[config.mk]
export PLATFORM = sky130hd
export DESIGN_NAME = fetch_sequencer_flat
export DESIGN_NICKNAME = d
export VERILOG_FILES = /design/src/rtl/fetch_sequencer_if.sv /design/src/rtl/fetch_sequencer.sv /design/src/flat_wrapper.sv
export SDC_FILE = /design/constraint.sdc
export NUM_CORES = 1
export LEC_CHECK = 0
export CAP_MARGIN = 20
export CORE_ASPECT_RATIO = 0.6
export CORE_MARGIN = 5
export CORE_UTILIZATION = 51
export CTS_CLUSTER_SIZE = 8
export DETAILED_ROUTE_END_ITERATION = 12
export PLACE_DENSITY = 0.86
export SYNTH_ARGS = -nofsm -noshare
export SYNTH_HDL_FRONTEND = slang
export SYNTH_SLANG_ARGS = --single-unit
[constraint.sdc]
create_clock -name clk -period 3.1 [get_ports clk]
set_input_delay 0.465 -clock clk [delete_from_list [all_inputs] [get_ports clk]]
set_output_delay 0.465 -clock clk [all_outputs]
set_load 0.01 [all_outputs]
[src/rtl/fetch_sequencer_if.sv]
`default_nettype none
// ============================================================================
// Module : fetch_sequencer_if
// Brief  : Instruction-memory read port plus datapath issue handshake and flags.
// Rev    : 1.0
// ============================================================================
interface fetch_sequencer_if;
    logic [11:0] instr_addr;
    logic [18:0] instruction;
    logic [18:0] instr_out;
    logic        instr_valid;
    logic        instr_ready;
    logic        flag_z;
    logic        flag_c;

    modport master (
        output instr_addr,
        output instr_out,
        output instr_valid,
        input  instruction,
        input  instr_ready,
        input  flag_z,
        input  flag_c
    );

    modport slave (
        input  instr_addr,
        input  instr_out,
        input  instr_valid,
        output instruction,
        output instr_ready,
        output flag_z,
        output flag_c
    );
endinterface
`default_nettype wire

[src/rtl/fetch_sequencer.sv]
`default_nettype none
// ============================================================================
// Module : fetch_sequencer
// Brief  : PC owner for the 19-bit core; resolves control flow, forwards datapath
//          words. Define FETCH_RSTACK_EN for a deep return stack (else one link reg).
// Rev    : 1.0
// ============================================================================
module fetch_sequencer #(
    parameter logic [11:0] START_ADDR   = 12'd1,
    parameter int          RSTACK_DEPTH = 8
) (
    input  logic             clk,
    input  logic             rst,
    input  logic             start,
    fetch_sequencer_if.master bus,
    output logic             halted,
    output logic             stack_err
);

    typedef enum logic [1:0] {
        S_IDLE = 2'd0,
        S_RUN  = 2'd1,
        S_HALT = 2'd2
    } state_t;

    state_t      state;
    logic [11:0] pc;
    logic [18:0] instr;
    logic [11:0] pc_inc;
    logic [11:0] branch_target;
    logic        is_branch, is_jmp, is_jsb, is_ret, is_halt, is_dp;
    logic        cond_met;
    logic        in_run;
    logic        push, pop, stk_clear;
    logic        stk_full, stk_empty;
    logic [11:0] stk_top;

    assign instr         = bus.instruction;
    assign pc_inc        = pc + 12'd1;
    assign branch_target = pc_inc + {{4{instr[7]}}, instr[7:0]};

    assign is_branch = (instr[18:16] == 3'b101);
    assign is_jmp    = (instr[18:14] == 5'b11100);
    assign is_jsb    = (instr[18:14] == 5'b11101);
    assign is_ret    = (instr[18:13] == 6'b111100);
    assign is_halt   = (instr == 19'h00000);
    assign is_dp     = !(is_branch || is_jmp || is_jsb || is_ret || is_halt);

    always_comb begin
        cond_met = 1'b0;
        case (instr[15:14])
            2'b00:   cond_met = bus.flag_z;
            2'b01:   cond_met = !bus.flag_z;
            2'b10:   cond_met = bus.flag_c;
            default: cond_met = !bus.flag_c;
        endcase
    end

    assign in_run    = (state == S_RUN);
    assign push      = in_run && is_jsb && !stk_full;
    assign pop       = in_run && is_ret && !stk_empty;
    assign stk_clear = (state == S_HALT) && start;

    // Forward path is purely combinational so a datapath word issues the cycle PC reaches it.
    assign bus.instr_addr  = pc;
    assign bus.instr_out   = instr;
    assign bus.instr_valid = in_run && is_dp;

    always_ff @(posedge clk or negedge rst) begin
        if (!rst) begin
            state     <= S_IDLE;
            pc        <= START_ADDR;
            halted    <= 1'b0;
            stack_err <= 1'b0;
        end else begin
            case (state)
                S_IDLE: begin
                    if (start) begin
                        pc    <= START_ADDR;
                        state <= S_RUN;
                    end
                end
                S_RUN: begin
                    if (is_halt) begin
                        state  <= S_HALT;
                        halted <= 1'b1;
                    end else if (is_branch) begin
                        pc <= cond_met ? branch_target : pc_inc;
                    end else if (is_jmp) begin
                        pc <= instr[11:0];
                    end else if (is_jsb) begin
                        if (stk_full) begin
                            stack_err <= 1'b1;
                            state     <= S_HALT;
                            halted    <= 1'b1;
                        end else begin
                            pc <= instr[11:0];
                        end
                    end else if (is_ret) begin
                        if (stk_empty) begin
                            stack_err <= 1'b1;
                            state     <= S_HALT;
                            halted    <= 1'b1;
                        end else begin
                            pc <= stk_top;
                        end
                    end else if (bus.instr_ready) begin
                        pc <= pc_inc;
                    end
                end
                S_HALT: begin
                    if (start) begin
                        pc        <= START_ADDR;
                        stack_err <= 1'b0;
                        halted    <= 1'b0;
                        state     <= S_RUN;
                    end
                end
                default: begin
                    state  <= S_IDLE;
                    halted <= 1'b0;
                end
            endcase
        end
    end

`ifdef FETCH_RSTACK_EN
    localparam int SP_W = $clog2(RSTACK_DEPTH) + 1;

    logic [SP_W-1:0] sp;
    logic [SP_W-2:0] top_idx;
    logic [11:0]     stk_mem [RSTACK_DEPTH];

    assign top_idx   = sp[SP_W-2:0] - (SP_W-1)'(1);
    assign stk_full  = (sp == SP_W'(RSTACK_DEPTH));
    assign stk_empty = (sp == '0);
    assign stk_top   = stk_mem[top_idx];

    always_ff @(posedge clk or negedge rst) begin
        if (!rst) begin
            sp <= '0;
        end else if (stk_clear) begin
            sp <= '0;
        end else if (push) begin
            sp <= sp + SP_W'(1);
        end else if (pop) begin
            sp <= sp - SP_W'(1);
        end
    end

    always_ff @(posedge clk) begin
        if (push) begin
            stk_mem[sp[SP_W-2:0]] <= pc_inc;
        end
    end
`else
    logic        link_valid;
    logic [11:0] link_reg;

    // Depth has no effect with a single link register; folding it in keeps it referenced.
    assign stk_full  = link_valid && (RSTACK_DEPTH > 0);
    assign stk_empty = !link_valid;
    assign stk_top   = link_reg;

    always_ff @(posedge clk or negedge rst) begin
        if (!rst) begin
            link_valid <= 1'b0;
            link_reg   <= 12'd0;
        end else if (stk_clear) begin
            link_valid <= 1'b0;
        end else if (push) begin
            link_valid <= 1'b1;
            link_reg   <= pc_inc;
        end else if (pop) begin
            link_valid <= 1'b0;
        end
    end
`endif

endmodule
`default_nettype wire

[src/flat_wrapper.sv]
// flat-port wrapper written by rule: the top's interface ports become plain ports
module fetch_sequencer_flat 
#(
    parameter logic [11:0] START_ADDR   = 12'd1,
    parameter int          RSTACK_DEPTH = 8
)
  (clk, rst, start, halted, stack_err, bus_instr_addr, bus_instr_out, bus_instr_valid, bus_instruction, bus_instr_ready, bus_flag_z, bus_flag_c);
  fetch_sequencer_if bus_i ();
  input  logic clk;
  input  logic rst;
  input  logic start;
  output logic halted;
  output logic stack_err;
  output wire logic [$bits(bus_i.instr_addr)-1:0] bus_instr_addr;
  output wire logic [$bits(bus_i.instr_out)-1:0] bus_instr_out;
  output wire logic [$bits(bus_i.instr_valid)-1:0] bus_instr_valid;
  input wire logic [$bits(bus_i.instruction)-1:0] bus_instruction;
  input wire logic [$bits(bus_i.instr_ready)-1:0] bus_instr_ready;
  input wire logic [$bits(bus_i.flag_z)-1:0] bus_flag_z;
  input wire logic [$bits(bus_i.flag_c)-1:0] bus_flag_c;
  assign bus_instr_addr = bus_i.instr_addr;
  assign bus_instr_out = bus_i.instr_out;
  assign bus_instr_valid = bus_i.instr_valid;
  assign bus_i.instruction = bus_instruction;
  assign bus_i.instr_ready = bus_instr_ready;
  assign bus_i.flag_z = bus_flag_z;
  assign bus_i.flag_c = bus_flag_c;
  fetch_sequencer #(.START_ADDR(START_ADDR), .RSTACK_DEPTH(RSTACK_DEPTH)) u_core (.clk(clk), .rst(rst), .start(start), .bus(bus_i), .halted(halted), .stack_err(stack_err));
endmodule
==> results.toml <==
[timing]
worst_clock_skew_ns = 0.00454
finalMaxSlewViolations = 0
period_minus_slack_ns = 3.03
finalSetupViolCount = 0
slew_headroom = 0.669
hold_viol = 0
worst_pin_slew_ns = 0.495
fmax_mhz = 330
rsz0062_at_grt = "yes"
fin_crit_sh = 0.978

[yosys]
async_flop_share = 1.00
syn-num-nets = 354
synth-edff-count = 0
synth-compound-area-share = 0.253
synthMuxAreaShare = 0.0513
syn_inst = 311
ys_seq_elements = 29
synthFlopType = "dfrtp_1"
synthXorXnorAreaFrac = 0.0666
syn_area_sq_mm = 0.00261
synth_simple_gate_area_frac = 0.171
seq_area_frac_synth = 0.279
yosysWarnings = 0
ys_types = 55
avgSynthCellArea_sq_um = 8.39
synth_fa_ha_area_frac = 0.0892
synth_top_family_by_area = "compound AO/OA/AOI/OAI gates"

[worst_setup_path]
crit_arrival_ns = 3.20
crit_cells = 10
critPathMaxFanout = 7
required_ns = 3.27
end_kind = "flip-flop"
cp_slowest_stage_delay_ns = 0.53
cpLargestDelayFamily = "compound AO/OA/AOI/OAI gates"
cp_num_buf_inv = 2
crit_chain = "buf_4 > nand3_2 > xor2_2 > inv_1 > ha_1 > a221o_1 > a31oi_4 > o21ai_1 > or3_1 > a32o_1"
crit_path_top_delay_cell = "dfstp_2"
path_class = "flip-flop to flip-flop"
worstRegToRegCells = 10
crit_path_start_kind = "flip-flop"

[floorplan]
num_io_pins = 59
initial_core_util = 0.521
design.core.area_sq_mm = 0.00500
row_count = 20
die_x_um = 102
die_h_um = 65.4
die_area_sq_mm = 0.00670

[route]
first_pass_iters = 5
wire_per_inst_um = 18.5
vias = 2680
routed_wirelength_um = 8130
ant_nets = 0
drt-vias-per-instance = 6.09
drc = 0
initialDrtViolationCount = 377

[finish]
area_delta_synth_final_pct = 31.8
layout.nets = 416
diodes = 0
stdcell_count = 440
fin_area_sq_mm = 0.00344
drive_above_1_share = 0.176
final_common_cell = "clkdlybuf4s50_1"
layout_common_cells = "58 x clkdlybuf4s50_1, 30 x nand2_1, 28 x dfrtp_1"
nFillCells = 423

[placed_design]
place_area_sq_mm = 0.00327
dpl.cell_count = 431
dpl.hpwl_um = 6410
gp_congestion = 1.01
io_buffers = 58

[global_route]
grt-ovfl-total = 0
antenna_found_initial = 0
grt_pass1_wl_um = 12800
grt_pass1_vias = 2468
grt_util_all_layers = 0.247
grt_max_degree = 30

[outcome]
status = "completed"

[worst_hold_path]
worstHoldPathCells = 2
hold_path_class = "flip-flop to flip-flop"

[clock_network]
cts.reportedPaths.clkPinSlew_ns = 0.07
cts_tree = "built"
numCtsBuffers = 5
cts_root_buffer = "clkbuf_8"
clock_sinks = 29
cts_htree_levels = 2
clk_latency_ns = 0.28
clockBufferDepth = 2

[run]
drv_cap = 0

[pwr]
max-vdd-ir-drop_mv = 0.310
p_sw_mw = 1.14
power.density_mw_per_mm2 = 736
pwr-share-seq = 0.247
clockPowerShare = 0.126
switching_share = 0.451
power_frac_comb = 0.627
p_int_mw = 1.39
leakage_nw = 1.48
## power groups by stage
stage | logic [mW] | clock network [mW] | registers (mW)
global placement | 1.46 | 0 | 0.616
detailed placement | 1.50 | 0 | 0.623
global route | 1.71 | 0.339 | 0.645
finish | 1.59 | 0.318 | 0.626
floorplan | 0.915 | 0 | 0.640
CTS | 1.50 | 0.318 | 0.618
## routing by layer
metal  GRT usage  vias up  share of wire
li1            -     1240              -
met1       0.375     1242           0.46
met2       0.329      186           0.41
met3      0.0912       12           0.13
met4      0.0475        0         0.0073
met5           0        -              0
## final cells by class
cell class,instances,area (sq um),share of cell area
clock buffer,5,68.8,0.0200
clock inverter,3,17.5,0.00509
inverter,16,60.1,0.0175
multi-input combinational,239,1720,0.501
sequential,29,727,0.211
tap,66,82.6,0.0240
timing repair buffer,82,761,0.221
## cells in the mapped netlist (all sizes together) (2+ instances only)
master    n  area share
a2111oi   2      0.0091
a211o     2      0.0067
a211oi    5       0.014
a21boi    2      0.0058
a21o      3      0.0086
a21oi    18       0.035
a221o     4       0.015
a32o      2      0.0077
and2      2      0.0048
and3      3      0.0072
buf      22       0.060
clkbuf    5      0.0072
dfrtp    28        0.27
ha       17       0.081
inv      16       0.023
mux2      8       0.035
mux2i     4       0.017
nand2    31       0.046
nand3    13       0.027
nand4     3      0.0072
nor2     22       0.032
nor2b     4      0.0096
nor3      4      0.0077
nor4      4       0.012
o211ai    3      0.0086
o21ai    35       0.067
o21bai    2      0.0058
o221a     2      0.0086
o221ai    6       0.020
o22ai     6       0.014
xnor2     9       0.033
xor2     10       0.034
## tightest hold or removal path: cells and delay by family (launching register included)
kind / cells / cell delay, ns
flops: 1 / 0.35
compound gates: 1 / 0.07
simple gates: 1 / 0.05
## worst paths after layout
| path | from | to | slack [ns] |
|---|---|---|---|
| setup reg to reg | u_core.bus.instr_addr[0] | u_core.bus.instr_addr[8] | 0.07 |
| max in group asynchronous | rst | u_core.bus.instr_addr[0] | 2.22 |
| hold reg to reg | u_core.stack_err | u_core.stack_err | 0.51 |
| min in group asynchronous | rst | u_core.link_reg[6] | 0.57 |
| setup / recovery | u_core.bus.instr_addr[0] | u_core.bus.instr_addr[8] | 0.07 |
| hold / removal | u_core.stack_err | u_core.stack_err | 0.51 |
## kinds of logic (layout without fill, tap and decap cells)
group           after synthesis  count (layout)
compound gates               98              98
fa+ha+maj                    18              18
xor+xnor                     19              19
flops                        29              29
mux                          12              12
simple gates                 92              92
buf+inv                      43             106
## metrics by stage
step / TNS (ns) / worst slack (ns) / utilization / hold slack [ns] / power, mW
CTS: 0 / 0.0421 / 0.671 / 0.508 / 2.44
finish: 0 / 0.0677 / 0.688 / 0.509 / 2.53
floorplan: 0 / 0.255 / - / 0.169 / 1.56
global placement: 0 / 0.0174 / 0.653 / 0.471 / 2.07
global route: -0.106 / -0.0769 / 0.688 / 0.527 / 2.70
detailed placement: -0.0626 / -0.0626 / 0.653 / 0.493 / 2.12
## repair_timing
item / 4_1_cts / 5_1_grt
setup endpoints to repair: 1 / 7
buffers inserted: 0 / 1
pin swaps: 0 / 3
resized for setup: 1 / 16
hold buffers: 0 / 0
Note: power is estimated with default switching activity, not from simulation.
